==> config.mk <==
export PLATFORM = sky130hd
export DESIGN_NAME = decode_in_issue
export DESIGN_NICKNAME = d
export VERILOG_FILES = /design/src/rtl/decode_in_issue_pkg.sv /design/src/rtl/decode_in_issue_fifo.sv /design/src/rtl/decode_in_issue.sv
export SDC_FILE = /design/constraint.sdc
export NUM_CORES = 1
export LEC_CHECK = 0
export BUFFER_PORTS_ARGS = -buffer_cell sky130_fd_sc_hd__buf_2
export CORE_MARGIN = 4
export CORE_UTILIZATION = 55
export DETAILED_ROUTE_END_ITERATION = 16
export PLACE_DENSITY = 0.89
export SLEW_MARGIN = 20
export SYNTH_ARGS = -nofsm -noshare
export SYNTH_HDL_FRONTEND = slang
export SYNTH_SLANG_ARGS = --single-unit
==> constraint.sdc <==
create_clock -name clock -period 5.4 [get_ports clock]
set_input_delay 0.81 -clock clock [delete_from_list [all_inputs] [get_ports clock]]
set_output_delay 0.81 -clock clock [all_outputs]
set_load 0.02 [all_outputs]
==> src/rtl/decode_in_issue_pkg.sv <==
// Shared types and constants for the decode_in issue stage: fetch FSM states,
// queue entry layout and the LC-3 reset PC.
package decode_in_issue_pkg;

    localparam logic [15:0] LC3_RESET_PC = 16'h3000;
    localparam logic [2:0]  SR_RESET     = 3'b010;

    typedef enum logic [1:0] {
        IDLE,
        REQ,
        WAIT
    } fetch_state_t;

    typedef struct packed {
        logic [15:0] instr;
        logic [15:0] npc;
    } issue_entry_t;

endpackage

==> src/rtl/decode_in_issue_fifo.sv <==
// Small synchronous FIFO of issue entries. A push into a full FIFO is accepted
// only when a pop happens in the same cycle; clear empties it in one cycle.
module decode_in_issue_fifo
    import decode_in_issue_pkg::*;
#(
    parameter int DEPTH = 2
) (
    input  logic                       clock,
    input  logic                       reset,
    input  logic                       clear,
    input  logic                       push,
    input  issue_entry_t               din,
    input  logic                       pop,
    output issue_entry_t               head,
    output logic                       full,
    output logic                       empty,
    output logic [$clog2(DEPTH+1)-1:0] count
);

    localparam int PW = $clog2(DEPTH);
    localparam int CW = $clog2(DEPTH + 1);

    issue_entry_t mem [DEPTH];
    logic [PW-1:0] rd_ptr;
    logic [PW-1:0] wr_ptr;
    logic          do_push;
    logic          do_pop;

    // Pointers wrap explicitly so non-power-of-two depths work.
    function automatic logic [PW-1:0] bump(input logic [PW-1:0] p);
        return (p == PW'(DEPTH - 1)) ? '0 : p + PW'(1);
    endfunction

    assign empty   = (count == '0);
    assign full    = (count == CW'(DEPTH));
    assign do_pop  = pop && !empty;
    assign do_push = push && (!full || do_pop);
    assign head    = mem[rd_ptr];

    always_ff @(posedge clock) begin
        if (!reset || clear) begin
            rd_ptr <= '0;
            wr_ptr <= '0;
            count  <= '0;
        end else begin
            if (do_push) wr_ptr <= bump(wr_ptr);
            if (do_pop)  rd_ptr <= bump(rd_ptr);
            case ({do_push, do_pop})
                2'b10:   count <= count + CW'(1);
                2'b01:   count <= count - CW'(1);
                default: count <= count;
            endcase
        end
    end

    always_ff @(posedge clock) begin
        if (reset && !clear && do_push) mem[wr_ptr] <= din;
    end

endmodule

==> src/rtl/decode_in_issue.sv <==
// Instruction-issue stage feeding decode_in: fetches words from imem, queues
// them and issues one per en_decode pulse. DECODE_IN_CC_BYPASS_EN makes Sr bypass cc_in.
//
// state | meaning
// IDLE  | no request outstanding; start one when fetch enabled and queue has room
// REQ   | imem_rd high for one cycle at imem_addr = pc
// WAIT  | request outstanding; capture (or drop) the word on imem_valid
module decode_in_issue
    import decode_in_issue_pkg::*;
#(
    parameter logic [15:0] RESET_PC = LC3_RESET_PC,
    parameter int          QDEPTH   = 2
) (
    input  logic        clock,
    input  logic        reset,
    input  logic        enable_fetch,
    input  logic        stall,
    input  logic        br_taken,
    input  logic [15:0] taddr,
    output logic        imem_rd,
    output logic [15:0] imem_addr,
    input  logic [15:0] imem_dout,
    input  logic        imem_valid,
    input  logic [2:0]  cc_in,
    input  logic        cc_we,
    output logic [15:0] instr_dout,
    output logic [15:0] npc_in,
    output logic [2:0]  Sr,
    output logic        en_decode
);

    localparam int CW = $clog2(QDEPTH + 1);

    fetch_state_t  state_q, state_d;
    logic [15:0]   pc_q, pc_d;
    logic          drop_q, drop_d;
    logic          push, pop;
    issue_entry_t  push_entry, head;
    logic          fifo_full, fifo_empty;
    logic [CW-1:0] count;
    logic [2:0]    sr_q;

    // A redirect wins over issue: nothing pops in the cycle the queue is flushed.
    assign pop = !br_taken && !stall && !fifo_empty;

    always_comb begin
        state_d    = state_q;
        pc_d       = pc_q;
        drop_d     = drop_q;
        push       = 1'b0;
        push_entry = '{instr: imem_dout, npc: pc_q + 16'd1};
        case (state_q)
            IDLE: begin
                if (enable_fetch && !br_taken && (count < CW'(QDEPTH))) state_d = REQ;
            end
            REQ: begin
                state_d = WAIT;
                if (br_taken) drop_d = 1'b1;
            end
            WAIT: begin
                if (imem_valid) begin
                    state_d = IDLE;
                    drop_d  = 1'b0;
                    if (!drop_q && !br_taken && (!fifo_full || pop)) begin
                        push = 1'b1;
                        pc_d = pc_q + 16'd1;
                    end
                end else if (br_taken) begin
                    drop_d = 1'b1;
                end
            end
            default: state_d = IDLE;
        endcase
        if (br_taken) pc_d = taddr;
    end

    always_ff @(posedge clock) begin
        if (!reset) begin
            state_q    <= IDLE;
            pc_q       <= RESET_PC;
            drop_q     <= 1'b0;
            instr_dout <= 16'h0000;
            npc_in     <= 16'h0000;
            en_decode  <= 1'b0;
            sr_q       <= SR_RESET;
        end else begin
            state_q   <= state_d;
            pc_q      <= pc_d;
            drop_q    <= drop_d;
            en_decode <= pop;
            if (pop) begin
                instr_dout <= head.instr;
                npc_in     <= head.npc;
            end
            if (cc_we) sr_q <= cc_in;
        end
    end

    assign imem_rd   = (state_q == REQ);
    assign imem_addr = imem_rd ? pc_q : 16'h0000;

`ifdef DECODE_IN_CC_BYPASS_EN
    assign Sr = cc_we ? cc_in : sr_q;
`else
    assign Sr = sr_q;
`endif

    decode_in_issue_fifo #(
        .DEPTH (QDEPTH)
    ) u_fifo (
        .clock (clock),
        .reset (reset),
        .clear (br_taken),
        .push  (push),
        .din   (push_entry),
        .pop   (pop),
        .head  (head),
        .full  (fifo_full),
        .empty (fifo_empty),
        .count (count)
    );

endmodule

# [Yosys cells after proc, flatten, opt, wreduce, memory -nomap -nowiden]
# Memories as Yosys holds them, arrays and structs flattened. A register that Yosys moved wholly into a read port is not among the register bits.
# Cells that the tools add are included.
[op_classes] muxes=19 n_eq_ne=7 addsub=5 magnitude_cmp=1 reduce_logical=29
[op_table] op="$mux 16" count=5
[op_table] op="$add 16x1->16 const B" count=1
[op_table] op="$logic_and 1x1->1" count=10
[op_table] op="$reduce_bool 2->1" count=5
[op_table] op="$mux 1" count=9
[op_table] op="$logic_not 1->1" count=7
[op_table] op="$eq 2x2->1 const B" count=3
[op_table] op="$pmux 2 s3" count=1
[op_table] op="$eq 2x1->1 const B" count=2
[op_table] op="$logic_not 2->1" count=2
[op_table] op="$mux 2" count=2
[op_table] op="$ne 2x2->1 const B" count=2
[op_table] op="$pmux 2 s2" count=1
[op_table] op="$logic_or 1x1->1" count=3
[op_table] op="$reduce_and 3->1" count=1
[op_table] op="$add 1x1->1 const B" count=2
[op_table] op="$add 2x1->2 const B" count=1
[op_table] op="$lt 2x2->1 const B" count=1
[op_table] op="$pmux 1 s2" count=1
[op_table] op="$reduce_and 2->1" count=1
[op_table] op="$sub 2x1->2 const B" count=1
[word_totals] mem_count=1 ramBits=64 output_inout_bits=53 ff_bits=27 in_bits=42 elab_cells=70
[mem_list] name="u_fifo.mem" words=2 word_bits=32 rd=1 rd_ports_with_merged_regs=1 wr=1 line="decode_in_issue_fifo.sv:23" source="issue_entry_t mem [DEPTH];"

# [Logic depth before layout (Yosys ltp)]
# Gate-level depths: netlist of the first run.
[logic_depth] ltp_word=12 depth_mapped=9 depth_no_buf=9

# [Cells and area by module]
# From an unflattened synthesis of the first run, not the netlist that was laid out.
[unflattened] cells_unflattened=466 area_unflattened_um2=5355.1
[modules_own_cells] module="decode_in_issue_fifo" area_each_um2=2706.3 seq_area_each_um2=2021.9 cells_each=131 instances=1
[modules_own_cells] module="decode_in_issue" area_each_um2=2648.8 seq_area_each_um2=1101.1 cells_each=335 instances=1

# [Worst setup path after synthesis of the first run]
# Ideal clock, no wire load.
[synth_timing] path_type="input-to-reg" start="input port stall" end="memory u_fifo.mem[0][0] in the netlist's numbering, enable pin" setup_slack_ns=1.213 n_path_buf=2 t_arrival_ns=3.726 setup_ns=0.461 stages=5 required_ns=4.939 path_cell_list="and3b_1 -> buf_6 -> or2_0 -> buf_6 -> nor3_1"
[synth_via] elab_chain_len=12 word_cells_on_any_way=14 classes_between="mux (5); reduce/logical (9)"
[synth_lines] element="from (decl)" line="decode_in_issue.sv:17" source="input logic stall,"
[synth_lines] element="$logic_not 1->1 *" line="decode_in_issue.sv:44" source="assign pop = !br_taken && !stall && !fifo_empty;"
[synth_lines] element="$logic_and 1x1->1 * (2 in series)" line="decode_in_issue.sv:44"
[synth_lines] element="$logic_or 1x1->1" line="decode_in_issue.sv:64" source="if (!drop_q && !br_taken && (!fifo_full || pop)) begin"
[synth_lines] element="$logic_and 1x1->1" line="decode_in_issue.sv:64"
[synth_lines] element="$mux 1" line="decode_in_issue.sv:64"
[synth_lines] element="$mux 1" line="decode_in_issue.sv:61" source="if (imem_valid) begin"
[synth_lines] element="$mux 1" line="decode_in_issue.sv:52" source="case (state_q)"
[synth_lines] element="$logic_and 1x1->1 *" line="decode_in_issue_fifo.sv:37" source="assign do_push = push && (!full || do_pop);"
[synth_lines] element="$logic_and 1x1->1 *" line="decode_in_issue_fifo.sv:57" source="if (reset && !clear && do_push) mem[wr_ptr] <= din;"
[synth_lines] element="$mux 1 *" line="decode_in_issue_fifo.sv:57"
[synth_lines] element="$mux 1 (implied by the code) *" line="decode_in_issue_fifo.sv:57"
[synth_lines] element="to (decl)" line="decode_in_issue_fifo.sv:23"
# Every way passes the cells marked *; elsewhere a longest branch is shown, timed or not.

# [Worst setup path in the final report of the first run]
[layout_timing] start="input port reset" end="memory u_fifo.mem[0][10] in the netlist's numbering, enable pin"
[layout_via] elab_chain_len=4
[layout_lines] element="from (decl)" line="decode_in_issue.sv:15" source="input logic reset,"
[layout_lines] element="$logic_and 1x1->1 (2 in series)" line="decode_in_issue_fifo.sv:57"
[layout_lines] element="$mux 1" line="decode_in_issue_fifo.sv:57"
[layout_lines] element="$mux 1 (implied by the code)" line="decode_in_issue_fifo.sv:57"
# No other way between the ends.

==> results of run 1 <==
==> cells by family (layout without fill, tap and decap cells) <==
family | count (synthesis) | after routing | synth area share [%]
buf+inv | 35 | 138 | 3.26
simple gates | 127 | 127 | 13.2
flops | 123 | 123 | 59.9
compound gates | 72 | 72 | 11.0
mux | 37 | 37 | 7.14
xor+xnor | 24 | 24 | 4.06
fa+ha+maj | 6 | 6 | 1.45
==> flip-flops by register name (all words and copies together) (netlist names), 2 cells and up <==
register and flops:
Sr 3, instr_dout 16, npc_in 16, pc_q 16, state_q 2, u_fifo.count 2, u_fifo.mem 64
==> layout by cell type (no fill, tap or decap), types with 2 or more instances in the layout <==
cell type / synthesis / final
a21oi_1: 12 / 12
a31oi_1: 4 / 4
and2_1: 15 / 15
and3_1: 4 / 4
and4_1: 2 / 2
buf_2: 4 / 94
buf_4: 0 / 3
bufinv_16: 0 / 2
clkbuf_16: 0 / 16
clkbuf_8: 1 / 4
clkinv_4: 0 / 4
clkinvlp_4: 0 / 4
dfxtp_1: 59 / 58
edfxtp_1: 64 / 64
ha_1: 6 / 6
inv_1: 9 / 9
mux2i_1: 37 / 37
nand2_1: 49 / 49
nand2b_1: 4 / 4
nand3_1: 7 / 7
nand4_1: 2 / 2
nor2_1: 13 / 12
nor2b_1: 5 / 5
nor3_1: 5 / 3
nor3_2: 0 / 2
nor3b_1: 2 / 2
nor4_1: 5 / 5
o211a_1: 32 / 32
o21ai_0: 12 / 12
o311a_1: 4 / 4
or2_2: 2 / 2
xnor2_1: 16 / 16
xor2_1: 8 / 8
==> power by group through the flow <==
stage	clock network [µW]	logic (µW)	registers, µW
final	1100	209	1030
after global routing	1160	227	1040
after CTS	1110	209	1030
after detailed placement	0	207	1050
after global placement	0	196	1050
after floorplan	0	137	1050
==> worst paths after layout <==
check | startpoint | end | slack, ns | depth (start not counted)
setup / recovery | reset | u_fifo.mem[0][10]$_DFFE_PP_ | 2.67 | 4
hold / removal | imem_dout[11] | u_fifo.mem[1][27]$_DFFE_PP_ | 0.48 | 1
setup reg to reg | state_q[0]$_SDFFE_PN0P_ | u_fifo.mem[0][10]$_DFFE_PP_ | 2.80 | 6
hold reg to reg | Sr[1]$_SDFFE_PN1P_ | Sr[1]$_SDFFE_PN1P_ | 0.48 | 2
==> metrics by stage <==
step                worst slack [ns]  util (%)  power, µW
floorplan                       1.21         -       1180
global placement                2.35      62.0       1250
detailed placement              2.18      62.0       1260
CTS                             2.68      68.4       2360
global route                    2.46      68.4       2420
finish                          2.67      68.4       2340
==> routing by layer <==
layer	vias up	global-route usage, %	part of all wire, %
li1	1723	-	-
met1	1762	24.3	38
met2	132	36.7	52
met3	29	5.87	6.5
met4	0	11.1	2.9
met5	-	0	0
==> cell type report <==
type	instances	area (µm²)	share of cell area, %
Inverter	9	33.8	0.537
Clock buffer	20	455	7.24
Sequential cell	123	3100	49.3
Clock inverter	12	139	2.21
Tap cell	111	139	2.21
Timing Repair Buffer	97	493	7.83
Multi-Input combinational cell	266	1930	30.7
==> flow_metrics.env, run 1 <==
export IMPL_status="complete, no violations"
export IMPL_cap_violations=0
export IMPL_clock_sinks=123
export IMPL_cts_resized=0
export IMPL_min_path_type="input pin to flip-flop"
export IMPL_cts_buffers=17
export IMPL_synth_area_um2=5180
export IMPL_hold_ws_ns=0.483
export IMPL_p_clk_share_pct=47.0
export IMPL_dieArea_um2=11000
export IMPL_die_h_um=105
export IMPL_final_max_slew_violation_count=0
export IMPL_io_pins=95
export IMPL_antenna_cells=0
export IMPL_drt_pass1_iter_count=4
export IMPL_dp_cells=606
export IMPL_critical_path_buf_inv_count=2
export IMPL_p_per_area_nw_per_um2=372
export IMPL_path_max_fanout=60
export IMPL_dp_final_hpwl_um=7430
export IMPL_yosysSeqAreaShare_pct=59.9
export IMPL_required_ns=5.57
export IMPL_intPower_uw=1780
export IMPL_rsz0062_at_grt="false"
export IMPL_p_leak_uw=0.00278
export IMPL_period_minus_slack_ns=2.73
export IMPL_core_um2=9200
export IMPL_io_buffer_count=94
export IMPL_ys_top_cells_by_count="edfxtp_1, dfxtp_1, nand2_1"
export IMPL_p_comb_share_pct=8.9
export IMPL_synth_area_top_cells="edfxtp_1, dfxtp_1, mux2i_1, o211a_1, nand2_1"
export IMPL_cp_arrival_ns=2.90
export IMPL_first_global_vias=3714
export IMPL_cpPeakStageDelay_ns=0.78
export IMPL_synth_top_area_cell="edfxtp_1"
export IMPL_synth_warnings=0
export IMPL_tightest_slew_ns=1.04
export IMPL_swShare_pct=23.9
export IMPL_place_gp_congestion=0.822
export IMPL_fmax_mhz=366
export IMPL_initial_core_util_pct=56.4
export IMPL_yosys_most_used_dff="edfxtp_1"
export IMPL_netSwitchingPower_uw=560
export IMPL_syn_nets=472
export IMPL_critPathTopFamily="buffers and inverters"
export IMPL_final_hold_viol_count=0
export IMPL_grt_pass1_wl_um=18600
export IMPL_drtAntennaViolNets=0
export IMPL_crit_path_end_kind="flip-flop"
export IMPL_grt_ovfl_total=0
export IMPL_fin_setup_tns_ns=0
export IMPL_worstSetupStartpointType="input pin"
export IMPL_wl_um=11400
export IMPL_cts_setup_buffers=0
export IMPL_fill_cells=612
export IMPL_vias_per_cell=5.71
export IMPL_fin_cells=638
export IMPL_synth_cell_types=52
export IMPL_ctsHoldBuffers=0
export IMPL_fin_skew_ns=0.00583
export IMPL_p_seq_share_pct=44.1
export IMPL_yosysMostFrequentCell="edfxtp_1"
export IMPL_cts_root_buf="clkbuf_8"
export IMPL_vias=3646
export IMPL_drcViolationCount=0
export IMPL_dieWidth_um=105
export IMPL_grt_max_degree=61
export IMPL_grt_usage_pct=21.4
export IMPL_synthArstFlopShare_pct=0
export IMPL_h_tree_depth=4
export IMPL_nNetsFinal=562
export IMPL_worst_path_max_delay_cell="buf_2"
export IMPL_area_delta_synth_final_pct=21.4
export IMPL_crit_chain="buf_2 > nand2_1 > nor3_2 > buf_4"
export IMPL_drtIter0Drc=223
export IMPL_syn_inst=424
export IMPL_finalInstanceArea_um2=6290
export IMPL_cts_buffer_depth=2
export IMPL_setup_violations=0
export IMPL_rows=35
export IMPL_yosys_register_bits=123
export IMPL_slew_headroom_pct=30.5
export IMPL_placed_area_um2=5700
export IMPL_synth_top_cell_area_share_pct=37.1
export IMPL_routedWlPerCell_um=17.9
export IMPL_crit_type="input pin to flip-flop"
export IMPL_synth_avg_cell_area_um2=12.2
export IMPL_cts_tree="built"
export IMPL_ir_drop_mv=0.226
export IMPL_synth_edff_count=64
export IMPL_clock_latency_ns=0.51
export IMPL_fin_crit_sh_pct=50.6
export IMPL_clk_pin_slew_worst_paths_ns=0.06
export IMPL_drive_above_1_share_pct=27.1
export IMPL_antenna_found_initial=0
Power figures use the tool's default switching activity.
==> run 2, diff against run 1 <==
--- a/config.mk
+++ b/config.mk
@@ -7,9 +7,9 @@
 export LEC_CHECK = 0
 export BUFFER_PORTS_ARGS = -buffer_cell sky130_fd_sc_hd__buf_2
 export CORE_MARGIN = 4
-export CORE_UTILIZATION = 55
+export CORE_UTILIZATION = 50
 export DETAILED_ROUTE_END_ITERATION = 16
-export PLACE_DENSITY = 0.89
+export PLACE_DENSITY = 0.86
 export SLEW_MARGIN = 20
 export SYNTH_ARGS = -nofsm -noshare
 export SYNTH_HDL_FRONTEND = slang
==> constraint.sdc (replaced) <==
create_clock -name clock -period 2.2 [get_ports clock]
set_input_delay 0.33 -clock clock [delete_from_list [all_inputs] [get_ports clock]]
set_output_delay 0.33 -clock clock [all_outputs]
set_load 0.02 [all_outputs]
==> flow_metrics.env, run 2 (synthesis results as in run 1) <==
export IMPL_rr_worst_depth=6
export IMPL_drtAntennaViolNets=0
export IMPL_worstSetupStartpointType="flip-flop"
export IMPL_setup_violations=0
export IMPL_crit_type="flip-flop to output port"
export IMPL_ir_drop_mv=0.524
export IMPL_period_minus_slack_ns=2.06
export IMPL_clk_pin_slew_worst_paths_ns=0.06
export IMPL_final_max_slew_violation_count=0
export IMPL_antenna_found_initial=0
export IMPL_min_path_type="input pin to flip-flop"
export IMPL_die_h_um=110
export IMPL_core_um2=9950
export IMPL_area_delta_synth_final_pct=28.0
export IMPL_worstReg2RegStart="state_q[0]$_SDFFE_PN0P_"
export IMPL_min_from="imem_dout[9]"
export IMPL_fin_setup_tns_ns=0
export IMPL_final_cell_mix="buf_2, edfxtp_1, dfxtp_1, nand2_1, mux2i_1"
export IMPL_path_max_fanout=18
export IMPL_grt_max_degree=52
export IMPL_io_buffer_count=94
export IMPL_cts_setup_buffers=0
export IMPL_final_hold_viol_count=0
export IMPL_cp_arrival_ns=1.73
export IMPL_fin_cells=684
export IMPL_critPathTopFamily="adder cells"
export IMPL_crit_path_end_kind="output port"
export IMPL_fill_cells=739
export IMPL_routedWlPerCell_um=16.4
export IMPL_crit_chain="inv_1 > ha_2 > and2_1 > buf_2"
export IMPL_holdPathEnd="u_fifo.mem[0][25]$_DFFE_PP_"
export IMPL_dp_cells=637
export IMPL_p_per_area_nw_per_um2=905
export IMPL_antenna_cells=0
export IMPL_drcViolationCount=0
export IMPL_nNetsFinal=586
export IMPL_rrSetupSlack_ns=0.22
export IMPL_critical_path_buf_inv_count=2
export IMPL_slew_headroom_pct=66.5
export IMPL_grt_ovfl_total=0
export IMPL_first_global_vias=3803
export IMPL_layout_commonest_cell="buf_2"
export IMPL_h_tree_depth=4
export IMPL_vias_per_cell=5.45
export IMPL_cts_tree="built"
export IMPL_fin_crit_sh_pct=93.6
export IMPL_wl_um=11200
export IMPL_cts_buffers=17
export IMPL_grt_pass1_wl_um=18500
export IMPL_largest_reg_flops=64
export IMPL_clock_sinks=123
export IMPL_drt_pass1_iter_count=8
export IMPL_cts_buffer_depth=2
export IMPL_clock_latency_ns=0.52
export IMPL_cap_violations=0
export IMPL_fmax_mhz=486
export IMPL_drtIter0Drc=258
export IMPL_cts_root_buf="clkbuf_8"
export IMPL_initial_core_util_pct=52.1
export IMPL_tightest_slew_ns=0.502
export IMPL_status="complete, no violations"
export IMPL_dieArea_um2=12100
export IMPL_required_ns=1.87
export IMPL_rsz0062_at_grt="false"
export IMPL_dp_final_hpwl_um=7610
export IMPL_whs_path_depth=1
export IMPL_drive_above_1_share_pct=28.5
export IMPL_largest_register="u_fifo.mem"
export IMPL_worst_path_max_delay_cell="ha_2"
export IMPL_dieWidth_um=110
export IMPL_place_gp_congestion=0.842
export IMPL_r2r_end="u_fifo.mem[1][13]$_DFFE_PP_"
export IMPL_fin_skew_ns=0.00834
export IMPL_rows=36
export IMPL_p_leak_uw=0.00294
export IMPL_io_pins=95
export IMPL_cpPeakStageDelay_ns=0.38
export IMPL_grt_usage_pct=20.2
export IMPL_vias=3726
## run 2: metrics by stage
stage / area [µm²] / power (µW) / worst slack (ns) / utilization, % / hold slack, ns
finish: 6640 / 6000 / 0.141 / 66.7 / 0.0182
global route: 6640 / 6220 / 0.0283 / 66.7 / 0.00521
CTS: 6620 / 6020 / 0.124 / 66.5 / 0.000256
detailed placement: 5860 / 3120 / 0.192 / 58.8 / 0.478
global placement: 5860 / 3100 / 0.255 / 58.8 / 0.452
floorplan: 5230 / 2930 / -0.0837 / - / 0.429
## run 2: repair_timing
item                                    CTS  global route
endpoints found under the hold margin    25             3
resized for setup                         1             0
hold buffers                             13             2
endpoints found under the setup margin   10             0
## run 2: layout make-up
| cell class | count | area (µm²) | share of cell area, % |
|---|---|---|---|
| multi-input cells | 266 | 1970 | 29.6 |
| clock inverters | 11 | 166 | 2.51 |
| inverters | 9 | 33.8 | 0.509 |
| clock buffers | 21 | 459 | 6.92 |
| repair buffers | 121 | 736 | 11.1 |
| flip-flops and latches | 123 | 3110 | 46.8 |
| well taps | 133 | 166 | 2.51 |
## run 2: where the power goes
part / total [µW] / internal (µW) / switching [µW]
logic: 561 / 230 / 330
clock network: 2900 / 1930 / 975
registers: 2540 / 2480 / 62.4
total: 6000 / 4630 / 1370
## run 2: how the worst max path moves through the flow
stage | from | endpoint | slack [ns] | cells after the start
3_3_place_gp | stall | u_fifo.mem[0][5]$_DFFE_PP_ | 0.26 | 5
4_1_cts | state_q[1]$_SDFFE_PN0P_ | imem_addr[14] | 0.12 | 4
3_5_place_dp | stall | u_fifo.mem[1][2]$_DFFE_PP_ | 0.19 | 5
6_report | state_q[1]$_SDFFE_PN0P_ | imem_addr[14] | 0.14 | 4
2_1_floorplan | u_fifo.count[0]$_SDFFE_PP0P_ | u_fifo.mem[0][0]$_DFFE_PP_ | -0.08 | 5
5_1_grt | state_q[1]$_SDFFE_PN0P_ | imem_addr[11] | 0.03 | 4
## run 2: metal layers
layer	track usage, %	part of all wire (%)	vias to the layer above
li1	-	-	1770
met5	0	0	-
met4	9.08	2.4	0
met2	32.6	49	147
met1	25.2	42	1786
met3	5.99	7.0	23
==> run 3, diff against run 2 <==
--- a/config.mk
+++ b/config.mk
@@ -7,9 +7,9 @@
 export LEC_CHECK = 0
 export BUFFER_PORTS_ARGS = -buffer_cell sky130_fd_sc_hd__buf_2
 export CORE_MARGIN = 4
-export CORE_UTILIZATION = 50
+export CORE_UTILIZATION = 45
 export DETAILED_ROUTE_END_ITERATION = 16
-export PLACE_DENSITY = 0.86
+export PLACE_DENSITY = 0.79
 export SLEW_MARGIN = 20
 export SYNTH_ARGS = -nofsm -noshare
 export SYNTH_HDL_FRONTEND = slang
==> flow_metrics.env, run 3 (synthesis results as in run 1) <==
export IMPL_status="complete, no violations"
export IMPL_drtIter0Drc=253
export IMPL_largest_register="u_fifo.mem"
export IMPL_largest_reg_flops=64
export IMPL_crit_path_end="u_fifo.mem[0][1]$_DFFE_PP_"
export IMPL_drt_pass1_iter_count=5
export IMPL_crit_type="flip-flop to flip-flop"
export IMPL_final_hold_viol_count=0
export IMPL_clock_latency_ns=0.42
export IMPL_clock_sinks=123
export IMPL_cpPeakStageDelay_ns=0.42
export IMPL_final_max_slew_violation_count=0
export IMPL_path_max_fanout=23
export IMPL_fin_crit_sh_pct=89.8
export IMPL_vias_per_cell=5.29
export IMPL_grt_pass1_wl_um=17800
export IMPL_dieWidth_um=115
export IMPL_p_per_area_nw_per_um2=885
export IMPL_rows=38
export IMPL_die_h_um=115
export IMPL_ctsHoldBuffers=0
export IMPL_required_ns=2.31
export IMPL_clk_pin_slew_worst_paths_ns=0.06
export IMPL_nNetsFinal=571
export IMPL_intPower_uw=4280
export IMPL_antenna_found_initial=0
export IMPL_worstReg2RegStart="state_q[0]$_SDFFE_PN0P_"
export IMPL_initial_core_util_pct=46.8
export IMPL_finalInstanceArea_um2=6450
export IMPL_io_buffer_count=94
export IMPL_critPathTopFamily="simple AND/OR/NAND/NOR gates"
export IMPL_worstSetupStartpoint="state_q[0]$_SDFFE_PN0P_"
export IMPL_cp_arrival_ns=2.09
export IMPL_cts_tree="built"
export IMPL_netSwitchingPower_uw=1430
export IMPL_wl_um=11300
export IMPL_tightest_slew_ns=0.484
export IMPL_antenna_cells=0
export IMPL_place_gp_congestion=0.881
export IMPL_cap_violations=0
export IMPL_h_tree_depth=4
export IMPL_cts_buffer_depth=2
export IMPL_critical_path_buf_inv_count=2
export IMPL_setup_violations=0
export IMPL_core_um2=11100
export IMPL_p_leak_uw=0.00285
export IMPL_vias=3574
export IMPL_io_pins=95
export IMPL_whs_path_depth=1
export IMPL_min_path_type="input pin to flip-flop"
export IMPL_ir_drop_mv=0.496
export IMPL_rsz0062_at_grt="false"
export IMPL_fill_cells=881
export IMPL_drcViolationCount=0
export IMPL_hold_ws_ns=0.102
export IMPL_rr_worst_depth=6
export IMPL_p_seq_share_pct=44.5
export IMPL_placed_area_um2=5890
export IMPL_routedWlPerCell_um=16.7
export IMPL_fmax_mhz=506
export IMPL_p_comb_share_pct=9.4
export IMPL_worst_path_max_delay_cell="or2_1"
export IMPL_cts_root_buf="clkbuf_16"
export IMPL_drtAntennaViolNets=0
export IMPL_period_minus_slack_ns=1.98
export IMPL_swShare_pct=25.0
export IMPL_grt_usage_pct=17.7
export IMPL_grt_max_degree=65
export IMPL_first_global_vias=3566
export IMPL_area_delta_synth_final_pct=24.5
export IMPL_dp_final_hpwl_um=7790
export IMPL_drive_above_1_share_pct=28.9
export IMPL_p_clk_share_pct=46.1
export IMPL_rrSetupSlack_ns=0.22
export IMPL_cts_buffers=17
export IMPL_crit_chain="inv_2 > ha_4 > nand3b_4 > or2_1 > nor3_4 > buf_12"
export IMPL_worstSetupStartpointType="flip-flop"
export IMPL_cts_setup_buffers=0
export IMPL_r2r_end="u_fifo.mem[0][1]$_DFFE_PP_"
export IMPL_cts_resized=0
export IMPL_slew_headroom_pct=67.8
export IMPL_crit_path_end_kind="flip-flop"
export IMPL_fin_skew_ns=0.0104
export IMPL_layout_commonest_cell="buf_2"
export IMPL_final_cell_mix="buf_2, edfxtp_1, dfxtp_1, nand2_1, mux2i_1"
export IMPL_grt_ovfl_total=0
export IMPL_dieArea_um2=13300
export IMPL_path_depth=6
-- run 3: changes by cell type in the layout (fill, tap and decap cells not counted), moves of 3 or more --
cell | previous run | this run
dlygate4sd3_1 | 15 | 0
bufinv_16 | 4 | 1
clkbuf_8 | 4 | 1
inv_6 | 1 | 4
-- run 3: how the worst min path moves through the flow --
| stage | start | end | slack, ns |
|---|---|---|---|
| final | imem_dout[13] | u_fifo.mem[1][29]$_DFFE_PP_ | 0.10 |
| after global routing | imem_dout[3] | u_fifo.mem[1][19]$_DFFE_PP_ | 0.07 |
| after CTS | imem_dout[3] | u_fifo.mem[1][19]$_DFFE_PP_ | 0.09 |
| after detailed placement | Sr[1]$_SDFFE_PN1P_ | Sr[1]$_SDFFE_PN1P_ | 0.46 |
| after global placement | Sr[1]$_SDFFE_PN1P_ | Sr[1]$_SDFFE_PN1P_ | 0.45 |
| after floorplan | imem_dout[0] | u_fifo.mem[0][16]$_DFFE_PP_ | 0.43 |
-- run 3: stage by stage --
stage / TNS, ns / cells / setup WS (ns) / total power, µW / utilization, %
after global placement: 0 / 644 / 0.254 / 3100 / 53.2
after global routing: 0 / 676 / 0.134 / 5920 / 58.2
after detailed placement: 0 / 644 / 0.200 / 3120 / 53.2
after CTS: 0 / 676 / 0.0147 / 5740 / 58.2
after floorplan: -5.36 / 424 / -0.0837 / 2930 / -
final: 0 / 676 / 0.224 / 5710 / 58.2
-- run 3: power groups by stage --
stage | Sequential [µW] | Combinational [µW] | Clock (µW)
5_1_grt | 2550 | 587 | 2780
3_3_place_gp | 2580 | 516 | 0
4_1_cts | 2540 | 539 | 2650
3_5_place_dp | 2590 | 534 | 0
2_1_floorplan | 2580 | 353 | 0
6_report | 2540 | 535 | 2630
-- run 3: area by class of cell --
| type | instances | area (µm²) | share of cell area, % |
|---|---|---|---|
| clock buffers | 20 | 447 | 6.92 |
| clock inverters | 12 | 113 | 1.75 |
| inverters | 9 | 33.8 | 0.524 |
| multi-input cells | 266 | 1970 | 30.5 |
| flip-flops and latches | 123 | 3110 | 48.2 |
| well taps | 140 | 175 | 2.71 |
| repair buffers | 106 | 611 | 9.46 |
-- run 3: routing by layer --
layer | vias up | part of all wire, % | track usage (%)
met2 | 124 | 51 | 30.2
met4 | 0 | 1.3 | 7.04
li1 | 1739 | - | -
met3 | 19 | 7.3 | 6.11
met1 | 1692 | 41 | 20.5
met5 | - | 0 | 0
